File: src/rtl/dm_fifo_responder.sv
// ---------------------------------------------------------------------------
// dm_fifo_responder
//   Memory-mapped FIFO peripheral on the CPU data-memory port. It speaks the
//   same SRAM-style protocol as the data SRAM (CS/OE/WEB/A/DI/DO, one-cycle
//   registered read data). The CPU pushes words into a TX FIFO that drains
//   through a valid/ready stream, and a second stream fills an RX FIFO that
//   the CPU pops.
//
//   Register map (A[1:0]):
//     0 TXDATA  W   full-word write pushes DI; a partial-lane write sets err
//     1 RXDATA  R   pops the RX head; popping an empty FIFO returns 0, sets err
//     2 STATUS  R   [31:24] tx_count, [23:16] rx_count, [2] err,
//                   [1] rx_empty, [0] tx_full
//     3 CTRL    R/W [7:4] thresh; [0] tx_flush, [1] rx_flush, [2] err_clr
//                   (bits [2:0] are strobes and read back as 0)
//
//   Ports:
//     clk, rst             rising-edge clock, synchronous active-high reset
//     CS, OE, WEB, A, DI   SRAM-style request (WEB active-low byte lanes)
//     DO                   registered read data
//     out_valid/out_data/out_ready   TX stream (show-ahead head)
//     in_valid/in_data/in_ready      RX stream
//     irq                  only when DM_FIFO_IRQ_EN is defined
//
//   Build option: define DM_FIFO_IRQ_EN to add the registered irq output,
//   irq = err | (thresh != 0 & rx_count >= thresh).
// ---------------------------------------------------------------------------
module dm_fifo_responder #(
   parameter int DEPTH = 8,
   parameter int DW    = 32,
   parameter int AW    = 14
) (
   input  logic          clk,
   input  logic          rst,
   input  logic          CS,
   input  logic          OE,
   input  logic [3:0]    WEB,
   input  logic [AW-1:0] A,
   input  logic [DW-1:0] DI,
   output logic [DW-1:0] DO,
   output logic          out_valid,
   output logic [DW-1:0] out_data,
   input  logic          out_ready,
   input  logic          in_valid,
   input  logic [DW-1:0] in_data,
   output logic          in_ready
`ifdef DM_FIFO_IRQ_EN
   ,
   output logic          irq
`endif
);

   localparam int PW = $clog2(DEPTH);
   localparam int CW = PW + 1;

   logic [DW-1:0] tx_mem [DEPTH];
   logic [DW-1:0] rx_mem [DEPTH];
   logic [PW-1:0] tx_wr, tx_rd, rx_wr, rx_rd;
   logic [CW-1:0] tx_count, rx_count;
   logic          err;
   logic [3:0]    thresh;

   logic [1:0] sel;
   logic       wr_acc, rd_acc;
   logic       tx_full, rx_empty;
   logic       tx_push_req, tx_push, tx_pop, tx_part;
   logic       rx_pop_req, rx_pop, rx_push;
   logic       ctrl_wr, tx_flush, rx_flush, err_clr, err_set;
   logic       unused_addr;

   function automatic logic [31:0] status_word(input logic [CW-1:0] txc,
                                               input logic [CW-1:0] rxc,
                                               input logic e,
                                               input logic rxe,
                                               input logic txf);
      status_word = {8'(txc), 8'(rxc), 13'b0, e, rxe, txf};
   endfunction

   assign sel         = A[1:0];
   assign unused_addr = &{1'b0, A};

   // A write wins over a read when OE is also high.
   assign wr_acc = CS & (WEB != 4'hF);
   assign rd_acc = CS & OE & (WEB == 4'hF);

   assign tx_full  = (tx_count == CW'(DEPTH));
   assign rx_empty = (rx_count == '0);

   assign out_valid = (tx_count != '0);
   assign out_data  = tx_mem[tx_rd];
   assign in_ready  = (rx_count != CW'(DEPTH));

   // Fullness is judged on the registered count, so a push into a full TX
   // FIFO is dropped even if the stream drains an entry on the same edge.
   assign tx_push_req = wr_acc & (sel == 2'd0) & (WEB == 4'h0);
   assign tx_part     = wr_acc & (sel == 2'd0) & (WEB != 4'h0);
   assign tx_push     = tx_push_req & ~tx_full;
   assign tx_pop      = out_valid & out_ready;

   assign rx_pop_req = rd_acc & (sel == 2'd1);
   assign rx_pop     = rx_pop_req & ~rx_empty;
   assign rx_push    = in_valid & in_ready;

   // CTRL lives entirely in byte lane 0.
   assign ctrl_wr  = wr_acc & (sel == 2'd3) & ~WEB[0];
   assign tx_flush = ctrl_wr & DI[0];
   assign rx_flush = ctrl_wr & DI[1];
   assign err_clr  = ctrl_wr & DI[2];
   assign err_set  = (tx_push_req & tx_full) | tx_part | (rx_pop_req & rx_empty);

   // FIFO storage: data only, no reset.
   always_ff @(posedge clk) begin
      if (tx_push) tx_mem[tx_wr] <= DI;
      if (rx_push) rx_mem[rx_wr] <= in_data;
   end

   always_ff @(posedge clk) begin
      if (rst) begin
         tx_wr    <= '0;
         tx_rd    <= '0;
         tx_count <= '0;
         rx_wr    <= '0;
         rx_rd    <= '0;
         rx_count <= '0;
         err      <= 1'b0;
         thresh   <= 4'h0;
         DO       <= '0;
      end else begin
         // A flush discards the same-cycle push/pop of that FIFO.
         if (tx_flush) begin
            tx_wr    <= '0;
            tx_rd    <= '0;
            tx_count <= '0;
         end else begin
            if (tx_push) tx_wr <= tx_wr + PW'(1);
            if (tx_pop)  tx_rd <= tx_rd + PW'(1);
            tx_count <= tx_count + CW'(tx_push) - CW'(tx_pop);
         end

         if (rx_flush) begin
            rx_wr    <= '0;
            rx_rd    <= '0;
            rx_count <= '0;
         end else begin
            if (rx_push) rx_wr <= rx_wr + PW'(1);
            if (rx_pop)  rx_rd <= rx_rd + PW'(1);
            rx_count <= rx_count + CW'(rx_push) - CW'(rx_pop);
         end

         // A new error beats a same-cycle clear.
         if (err_set)      err <= 1'b1;
         else if (err_clr) err <= 1'b0;

         if (ctrl_wr) thresh <= DI[7:4];

         if (rd_acc) begin
            case (sel)
               2'd0:    DO <= '0;
               2'd1:    DO <= rx_empty ? '0 : rx_mem[rx_rd];
               2'd2:    DO <= DW'(status_word(tx_count, rx_count, err, rx_empty, tx_full));
               default: DO <= DW'({24'b0, thresh, 4'b0});
            endcase
         end
      end
   end

`ifdef DM_FIFO_IRQ_EN
   // Evaluated from registered state, so irq trails its cause by one cycle.
   always_ff @(posedge clk) begin
      if (rst) irq <= 1'b0;
      else     irq <= err | ((thresh != 4'h0) && (8'(rx_count) >= 8'(thresh)));
   end
`endif

endmodule

File: config.mk
export PLATFORM = sky130hd
export DESIGN_NAME = dm_fifo_responder
export DESIGN_NICKNAME = d
export VERILOG_FILES = /design/src/rtl/dm_fifo_responder.sv
export SDC_FILE = /design/constraint.sdc
export NUM_CORES = 1
export LEC_CHECK = 0
export ABC_AREA = 1
export CAP_MARGIN = 5
export CORE_ASPECT_RATIO = 0.9
export CORE_MARGIN = 2
export CORE_UTILIZATION = 50
export DETAILED_ROUTE_END_ITERATION = 8
export PLACE_DENSITY_LB_ADDON = 0.1
export SYNTH_ARGS = -nofsm -noshare
export SYNTH_HDL_FRONTEND = slang
export SYNTH_SLANG_ARGS = --single-unit
File: constraint.sdc
create_clock -name clk -period 6.8 [get_ports clk]
set_input_delay 2.04 -clock clk [delete_from_list [all_inputs] [get_ports clk]]
set_output_delay 2.04 -clock clk [all_outputs]
set_load 0.05 [all_outputs]
==> flow_summary.ini, run 1 <==
[sta]
rsz0062_at_grt = false
slew_violations = 0
timing.final.crit_share_pct = 85.1
fmax_mhz = 173
min_period_ns = 5.78
worst_pin_slew_ns = 0.918
max-slew-margin-rel_pct = 38.8
setup_ws_ns = 1.02
hold_viol = 0
finalSetupViolCount = 0
setup_tns_ns = 0
fin_skew_ns = 0.0133

[setup_path]
cp.required_ns = 4.76
crit_fanout = 52
critPathLaunchType = flop
arrival_ns = 3.74
crit_path_end_kind = output port
path_class = flop to output port

[drt]
drtAntennaViolNets = 0
drcViolationCount = 0
avgRoutedWirePerCell_um = 19.5
drtPass1Iterations = 7
viasPerCell = 5.47
routed_wl_um = 50800
via_count = 14221
drt_iter0_drc = 1066

[final_layout]
nFillCells = 3570
area_growth_syn_to_layout_pct = 16.8
layout.nets = 2060
final_util_pct = 59.5
drive_above_1_share_pct = 7.61

[power]
p_per_area_mw_per_mm2 = 315
p_switching_w = 0.00223
p_seq_share_pct = 48.6
p_int_w = 0.00609
p_clk_share_pct = 35.4
leakage_nw = 8.98
combPwrFrac_pct = 16.0
ir_drop_mv = 0.201
switching_share_pct = 26.8

[floorplan]
start_util_pct = 51.0
core_mm2 = 0.0444
rows = 73
fp.dieW_um = 228
die_y_um = 206
ios = 154
design.die.area_mm2 = 0.0470

[placement]
gp_congestion = 0.752
io_buffers = 141
post-place-ws_ns = 1.62
place_hpwl_um = 27900

[logic_synthesis]
synth_top_area_share_pct = 67.9
synth_fp_nets = 1931
synth_mux_area_share_pct = 0
yosysTopAreaCell = edfxtp_1
ys_ff_latch = 575
synthTopCellsByArea = edfxtp_1 (68%), nor2_1 (6.3%), dfxtp_1 (5.6%)
synth-simple-area-share_pct = 11.9
yosys_warnings = 0
seq_area_frac_synth_pct = 73.5
synth-xor-area-share_pct = 0.155
synthAdderAreaFrac_pct = 1.06
synthFlopType = edfxtp_1
synth_top_cells_by_count = edfxtp_1 (512), nor2_1 (381), nand2_1 (220), o21ai_0 (189), o32ai_1 (64)
synth_cell_types = 37
syn-cell-area_mm2 = 0.0226
syn_inst = 1825
synth_compound_area_share_pct = 10.0
synth_top_family_by_area = simple AND/OR/NAND/NOR gates
synth_edf_count = 512
async_flop_share_pct = 0
yosysMostFrequentCell = edfxtp_1
syn_avg_cell_area_um2 = 12.4

[clocking]
cts_sinks = 575
cts_buffers = 56
cts_tree = done
clockBufferDepth = 3
post_cts_resized = 0
root_buffer = clkbuf_16
postCtsSetupBuffers = 0
h-tree-depth = 2
postCtsHoldBufs = 0
path_clk_slew_ns = 0.06
insertion_delay_ns = 0.60

[global_route]
busiest_layer = met2
grt_max_degree = 79
grt_util_met3_pct = 3.70
antenna_found_initial = 5
grt_pass1_vias = 13716
grt_pass1_wl_um = 78900
grtUsageMet1_pct = 29.1
grt.overflow.total = 0
grtUsageMet2_pct = 36.9
grtUsageTotal_pct = 21.8

[worst_hold_path]
hold_path_class = flop to flop

[job]
drv_cap = 0

[run_status]
status = finished clean
-- final timing paths --
check / start / to / slack [ns] / cells past startpoint
worst min-delay path: DO[14]$_SDFFE_PP0N_ / DO[14]$_SDFFE_PP0N_ / 0.46 / 2
worst min register to register: DO[14]$_SDFFE_PP0N_ / DO[14]$_SDFFE_PP0N_ / 0.46 / 2
worst max-delay path: flop / out_data[2] / 1.02 / 7
worst max register to register: tx_count[2]$_SDFF_PP0_ / tx_mem[5][13]$_DFFE_PP_ / 3.92 / 10
-- critical path, cell delays in order (launching register included) --
cell,delay [ns]
dfxtp_4,0.69
clkinv_2,0.76
buf_4,0.50
nor2_1,0.14
o32ai_1,0.09
nand2_1,0.09
nand2_1,0.06
clkdlybuf4s50_1,0.74
-- cells in the final DEF (no fill, tap or decap), types with 2 or more instances in the layout --
cell type,instances
a21oi_1,62
buf_4,39
bufinv_16,4
clkbuf_1,13
clkbuf_16,57
clkdlybuf4s50_1,141
clkinv_1,17
clkinv_2,14
clkinvlp_4,2
dfxtp_1,59
dfxtp_4,3
edfxtp_1,512
fa_1,2
ha_1,16
inv_1,54
nand2_1,220
nand2_2,2
nand3_1,52
nor2_1,373
nor2_4,8
nor3_1,2
nor3_2,5
nor3b_1,2
nor4_2,4
o211ai_1,49
o21ai_0,189
o21ai_1,14
o21ai_2,2
o32ai_1,64
or2_2,4
xor2_1,3
-- state kept, by name, summed over array words and instances (netlist names), 4 cells and up, named ones only --
signal and count:
DO 32, rx_count 4, rx_mem 256, thresh 4
tx_count 4, tx_mem 256
-- cell families (layout without fill, tap and decap cells) --
kind of cell / Yosys count / count (layout)
simple gates: 678 / 678
flops: 575 / 575
compound gates: 380 / 380
buf+inv: 170 / 343
fa+ha+maj: 18 / 18
xor+xnor: 4 / 4
other cells: 0 / 1
-- layout make-up --
| cell class | instances | area (µm²) | area share [%] |
|---|---|---|---|
| inverter | 61 | 233 | 0.881 |
| tap | 600 | 751 | 2.84 |
| timing repair buffer | 180 | 1700 | 6.45 |
| multi-input combinational | 1080 | 5350 | 20.3 |
| clock inverter | 31 | 243 | 0.919 |
| sequential | 575 | 16600 | 63.0 |
| antenna | 1 | 2.50 | 0.00947 |
| clock buffer | 71 | 1490 | 5.64 |
-- power groups by stage --
stage	Sequential, W	Combinational, W	Clock, W
2_1_floorplan	0.00407	0.000935	0
3_3_place_gp	0.00412	0.00132	0
3_5_place_dp	0.00412	0.00134	0
4_1_cts	0.00405	0.00135	0.00301
5_1_grt	0.00406	0.00146	0.00315
6_report	0.00404	0.00133	0.00295
-- per-stage QoR --
stage	std cells	area (µm²)	hold slack [ns]	total power, W
6_report	2599	26400	0.464	0.00832
5_1_grt	2598	26400	0.491	0.00867
4_1_cts	2598	26400	0.467	0.00840
3_5_place_dp	2496	24700	0.458	0.00546
3_3_place_gp	2496	24700	0.455	0.00544
2_1_floorplan	1825	22600	0.455	0.00500
-- per-layer routing --
layer  share of wire, %  wire length (µm)
met5               0.11                57
met4                2.7              1390
met3                5.7              2920
met2                 48             24500
met1                 43             21900
No activity file was read; power rests on OpenSTA's default activity.
==> run 2, diff against run 1 <==
==> constraint.sdc (replaced) <==
create_clock -name clk -period 5.2 [get_ports clk]
set_input_delay 1.56 -clock clk [delete_from_list [all_inputs] [get_ports clk]]
set_output_delay 1.56 -clock clk [all_outputs]
set_load 0.05 [all_outputs]
==> run 2 against run 1 <==
Net effect: hold slack improved by 0.0016 ns; combinational power increased by 35%; clock skew grew 0.0092 ns; die area unchanged; count of clock-buffer cells in the layout grew 15; core utilization increased by 0.53 points; register-to-register slack worse by 1.4 ns; via count down 0.67%; sequential share of layout area decreased by 0.56 points; critical path depth down 1.
==> flow_summary.ini, run 2 (synthesized netlist as in run 1, its figures left out) <==
[setup_path]
critPathLaunchType = flop
arrival_ns = 3.10
path_class = flop to output port
crit_fanout = 72
crit_path_end_kind = output port
rr_worst_depth = 9
cp.required_ns = 3.64

[run_status]
status = finished clean

[floorplan]
core_mm2 = 0.0444
die_y_um = 206
design.die.area_mm2 = 0.0470
rows = 73
fp.dieW_um = 228
ios = 154
start_util_pct = 51.0

[global_route]
busiest_layer = met2
grtUsageTotal_pct = 21.6
grt_pass1_vias = 13917
grtUsageMet2_pct = 37.7
grt_pass1_wl_um = 78000
grt_max_degree = 129
grtUsageMet1_pct = 27.9
antenna_found_initial = 3
grt.overflow.total = 0
grt_util_met3_pct = 3.62

[power]
switching_share_pct = 26.3
p_per_area_mw_per_mm2 = 420
ir_drop_mv = 0.300
p_switching_w = 0.00294
combPwrFrac_pct = 16.0
p_int_w = 0.00826
p_seq_share_pct = 47.0
leakage_nw = 9.08
p_clk_share_pct = 37.0

[sta]
setup_tns_ns = 0
rsz0062_at_grt = false
hold_viol = 0
fmax_mhz = 214
max-slew-margin-rel_pct = 34.9
fin_skew_ns = 0.0226
timing.final.crit_share_pct = 89.7
finalSetupViolCount = 0
worst_pin_slew_ns = 0.976
slew_violations = 0
min_period_ns = 4.66
fin_hold_ws_ns = 0.466

[placement]
io_buffers = 141
gp_congestion = 0.767
placed_area_mm2 = 0.0247
dpl.cell_count = 2495
place_hpwl_um = 26800

[clocking]
cts_buffers = 57
post_cts_resized = 0
cts_sinks = 575
root_buffer = clkbuf_16
clockBufferDepth = 3
cts_tree = done
insertion_delay_ns = 0.61
h-tree-depth = 2
postCtsSetupBuffers = 0
path_clk_slew_ns = 0.06
postCtsHoldBufs = 0

[drt]
avgRoutedWirePerCell_um = 19.4
drcViolationCount = 0
drtAntennaViolNets = 0
viasPerCell = 5.43
routed_wl_um = 50600
drtPass1Iterations = 5
drt_iter0_drc = 1098
via_count = 14126

[final_layout]
final_cell_area_mm2 = 0.0267
final_cells = 2603
area_growth_syn_to_layout_pct = 17.8
drive_above_1_share_pct = 7.99
reg_top3 = rx_mem (256), tx_mem (256), DO (32)
final_util_pct = 60.1
layout.nets = 2060
final_cell_mix = edfxtp_1 (512), nor2_1 (373), nand2_1 (220), o21ai_0 (189), clkdlybuf4s50_1 (141)
num_antenna_cells = 0
layout_commonest_cell = edfxtp_1

[job]
drv_cap = 0

[worst_hold_path]
hold_path_class = flop to flop
hold_depth = 2
==> run 2: changes by cell type in the layout (fill, tap and decap cells not counted), sizes merged <==
cell      delta
buf          -1
bufinv       +2
clkbuf      +15
clkinv      -14
clkinvlp     +1
diode        -1
inv          +2
==> run 2: final timing paths <==
| check | endpoint | slack [ns] | from |
|---|---|---|---|
| max | out_data[14] | 0.54 | flop |
| min | DO[9]$_SDFFE_PP0N_ | 0.47 | DO[9]$_SDFFE_PP0N_ |
| max reg2reg | DO[2]$_SDFFE_PP0N_ | 2.57 | flop |
| min reg2reg | DO[9]$_SDFFE_PP0N_ | 0.47 | DO[9]$_SDFFE_PP0N_ |
==> run 2: area by class of cell <==
type	count	area [µm²]
clock buffers	86	1650
clock inverters	22	267
inverters	61	233
fillers	3567	17700
well taps	600	751
multi-input cells	1080	5350
repair buffers	179	1760
flip-flops and latches	575	16600
==> run 2: critical path, cell delays in order (launching register included) <==
cell             delay (ns)
dfxtp_4                0.84
buf_12                 0.33
o21ai_0                0.13
o32ai_1                0.16
nand2_1                0.11
nand2_1                0.10
clkdlybuf4s50_1        0.80
==> run 2: metal layers <==
| metal | vias to the layer above | wire length (µm) |
|---|---|---|
| li1 | 6817 | - |
| met1 | 6901 | 22000 |
| met2 | 320 | 25000 |
| met3 | 82 | 2450 |
| met4 | 6 | 1100 |
| met5 | - | 30 |
==> run 2: power groups by stage <==
stage,logic (W),clock network (W),registers [W]
2_1_floorplan,0.00122,0,0.00532
3_3_place_gp,0.00178,0,0.00535
3_5_place_dp,0.00181,0,0.00536
4_1_cts,0.00182,0.00423,0.00526
5_1_grt,0.00196,0.00441,0.00527
6_report,0.00180,0.00414,0.00526
==> run 2: per-stage QoR <==
stage                     total power (W)  setup slack [ns]
after floorplan                   0.00654            -0.409
after global placement            0.00713              1.04
after detailed placement          0.00717              1.01
after CTS                          0.0113             0.485
after global routing               0.0116             0.331
final                              0.0112             0.535
==> RTL edit 1, RTL diff (flow settings as in run 2) <==
`DW`: 32 -> 64.
--- a/src/rtl/dm_fifo_responder.sv
+++ b/src/rtl/dm_fifo_responder.sv
@@ -29,3 +29,3 @@
    parameter int DEPTH = 8,
-   parameter int DW    = 32,
+   parameter int DW    = 64,
    parameter int AW    = 14
Interface: changed (resized DI, DO, in_data and out_data); port bits go from 154 to 282. No check against the original RTL was run, so the function may have changed too.
==> RTL edit 1 against run 2 <==
Cell count is 87% higher. Design area is 92% higher. Routed wire length is 110% higher. Power is 93% higher. Non-clock buffer count is 150 higher. Sequential cell count is 544 higher. Global-route usage is 2.0 points higher. Setup slack worse by 0.37 ns. Critical path depth stayed put. Die area is 90% higher. Sequential share of layout area is 1.4 points higher. First-iteration DRC count is 130% higher. Synthesized area is 92% higher.
==> RTL edit 1: results (changes against run 2) <==
Status: finished, final reports clean (unchanged)
DRT iter0 DRCs: 2483 (was 1098)
Synthesized-area fraction occupied by adder cells: 0.00553 (was 0.0106)
Worst hold margin: 0.468 ns (was 0.466 ns)
Hpwl dp: 56.1 mm (was 26.8 mm)
GRT met3 Usage: 0.0463 (was 0.0362)
Relative slew margins: 0.256 (was 0.349)
Post-synth EDFFs: 1024 (was 512)
PnR Total Power: 21.6 mW (was 11.2 mW)
Post-synthesis net count: 3564 (was 1931)
Met2 GRT Util: 0.398 (was 0.377)
Leakage Power: 17.0 nW (was 9.08 nW)
Synth unique cells: 30 (was 37)
First-pass GRT wire length: 161 mm (was 78.0 mm)
CTS buffer count: 111 (was 57)
Clock latency on the worst-skew pair: 0.67 ns (was 0.61 ns)
Met2 wire len: 52.8 mm (was 25.0 mm)
Clk_skew: 0.0215 ns (was 0.0226 ns)
Synth Area in XOR/XNOR: 0.000806 (was 0.00155)
Vias in the first global route: 27300 (was 13900)
Sequential element share of the synthesized area: 0.751 (was 0.735)
Top flop regs: rx_mem: 512 flops, tx_mem: 512 flops, DO: 64 flops (was rx_mem: 256 flops, tx_mem: 256 flops, DO: 32 flops)
Met3 WL post-DR: 7.28 mm (was 2.45 mm)
Met1 usage: 0.311 (was 0.279)
All-Layer GR Usage: 0.236 (was 0.216)
Top cells by count, synth: 1024 x edfxtp_1, 737 x nor2_1, 412 x nand2_1 (was 512 x edfxtp_1, 381 x nor2_1, 220 x nand2_1)
Post-route setup slack: 0.161 ns (was 0.535 ns)
DP Worst Slack: 0.868 ns (was 1.01 ns)
R2R Setup Slk: 2.28 ns (was 2.57 ns)
RTL edit 1: changes by cell type in the layout (fill, tap and decap cells not counted), sizes merged, moves of 65 or more:
cell,change
clkdlybuf4s50,+127
nand2,+189
edfxtp,+512
nor2,+356
nand3,+65
o21ai,+156
RTL edit 1: cells by family (layout without fill, tap and decap cells):
logic type	count (synthesis)	after routing
adder cells (fa/ha/maj)	18	18
AO/OA/AOI/OAI	689	689
XOR/XNOR	4	4
AND/OR/NAND/NOR	1286	1286
buffers and inverters	278	596
other	0	6
flip-flops	1119	1119
RTL edit 1: area by class of cell:
type	instances	area, um2
diodes	6	15.0
repair buffers	329	3440
multi-input cells	1997	9650
fillers	6688	34900
clock buffers	143	3050
flip-flops and latches	1119	32700
well taps	1144	1430
inverters	62	245
clock inverters	62	669
RTL edit 1: critical path: stages (launching register included):
cell and delay [ns]:
dfxtp_4 0.68, buf_12 0.40, nor2_1 0.12, o32ai_1 0.31, nand2_1 0.12, nand2_1 0.14, clkdlybuf4s50_1 0.82
==> RTL edit 2, RTL diff (flow settings as in run 2) <==
Made on the original files. One comparison of `tx_count` changes from == to >=.
--- a/src/rtl/dm_fifo_responder.sv
+++ b/src/rtl/dm_fifo_responder.sv
@@ -85,3 +85,3 @@
 
-   assign tx_full  = (tx_count == CW'(DEPTH));
+   assign tx_full  = (tx_count >= CW'(DEPTH));
    assign rx_empty = (rx_count == '0);
Check against the original RTL: same outputs for any inputs over 4 cycles, from zero or initial values and one cycle with rst high; that may be too few to reach the edited logic, so the function may still have changed.
==> RTL edit 2 against run 2 <==
Global-route usage is essentially flat. Design area decreased by 0.11%. Sequential cell count unchanged. Power fell by 0.53%. Clock skew down 0.0090 ns. Die area increased by 0.23%. Routed wire length rose by 0.79%. Critical path depth did not move. Setup slack better by 0.031 ns. Fmax up 0.66%. Synthesized area grew 0.23%. Synthesized cell count about the same. Worst hold slack lost 0.00058 ns. Critical endpoint is now out_data[25].
==> RTL edit 2: results (changes against run 2) <==
Status: finished, final reports clean (unchanged)
Seq pwr share: 0.473 (was 0.470)
Final net count: 2059 (was 2060)
Met3 WL post-DR: 2.45 mm (about the same)
Crit-path max FO: 80 (was 72)
Post-layout util: 0.591 (was 0.601)
DP Worst Slack: 0.970 ns (was 1.01 ns)
CP Capture Point: out_data[25] (was out_data[14])
Buffers excl. clock: 178 (was 179)
Min cycle time layout: 4.63 ns (was 4.66 ns)
Signal buf overhead: 0.0663 (was 0.0660)
All-Layer GR Usage: 0.216 (about the same)
R2R Setup Slk: 2.46 ns (was 2.57 ns)
ClkCell Share: 0.0706 (was 0.0718)
Largest net degree at the start of global routing: 86 (was 129)
Cell Pwr Density: 418 nW/um2 (was 420 nW/um2)
Placed cell count: 2502 (was 2495)
Multi-input comb cells: 1084 (was 1080)
Syn Inst Count: 1826 (was 1825)
Vias/cell: 5.44 (was 5.43)
Avg WL per Cell: 19.5 um (was 19.4 um)
Top cells by count, synth: 512 x edfxtp_1, 374 x nor2_1, 233 x nand2_1 (was 512 x edfxtp_1, 381 x nor2_1, 220 x nand2_1)
Worst hold margin: 0.465 ns (was 0.466 ns)
GRT met3 Usage: 0.0363 (was 0.0362)
DP Area: 24700 um2 (about the same)
Met2 GRT Util: 0.377 (about the same)
Post-synthesis net count: 1932 (was 1931)
Gpl congestion: 0.750 (was 0.767)
Worst reg2reg path endpoint: tx_count[2] (was DO[2])
Leakage Power: 9.02 nW (was 9.08 nW)
N_diodes: 1 (was 0)
WP data arrival: 3.07 ns (was 3.10 ns)
Layout filler cell count: 3626 (was 3567)
Tightest Pin Transition: 0.909 ns (was 0.976 ns)
Hpwl dp: 27.1 mm (was 26.8 mm)
==> RTL edit 2: changes by cell type in the layout (fill, tap and decap cells not counted), sizes merged, moves of 2 or more <==
cell	before	now
nand2	223	234
clkbuf	86	78
nand3	52	59
o21ai	205	198
clkinv	17	23
nor2	382	376
a21oi	62	60
inv	57	55
==> RTL edit 2: kinds of logic (layout without fill, tap and decap cells) <==
family | after synthesis | after routing | synth area share
XOR/XNOR | 4 | 4 | 0.00154
other | 0 | 1 | 0
buffers and inverters | 167 | 342 | 0.0350
AO/OA/AOI/OAI | 372 | 372 | 0.0986
AND/OR/NAND/NOR | 690 | 690 | 0.121
flip-flops | 575 | 575 | 0.733
adder cells (fa/ha/maj) | 18 | 18 | 0.0106
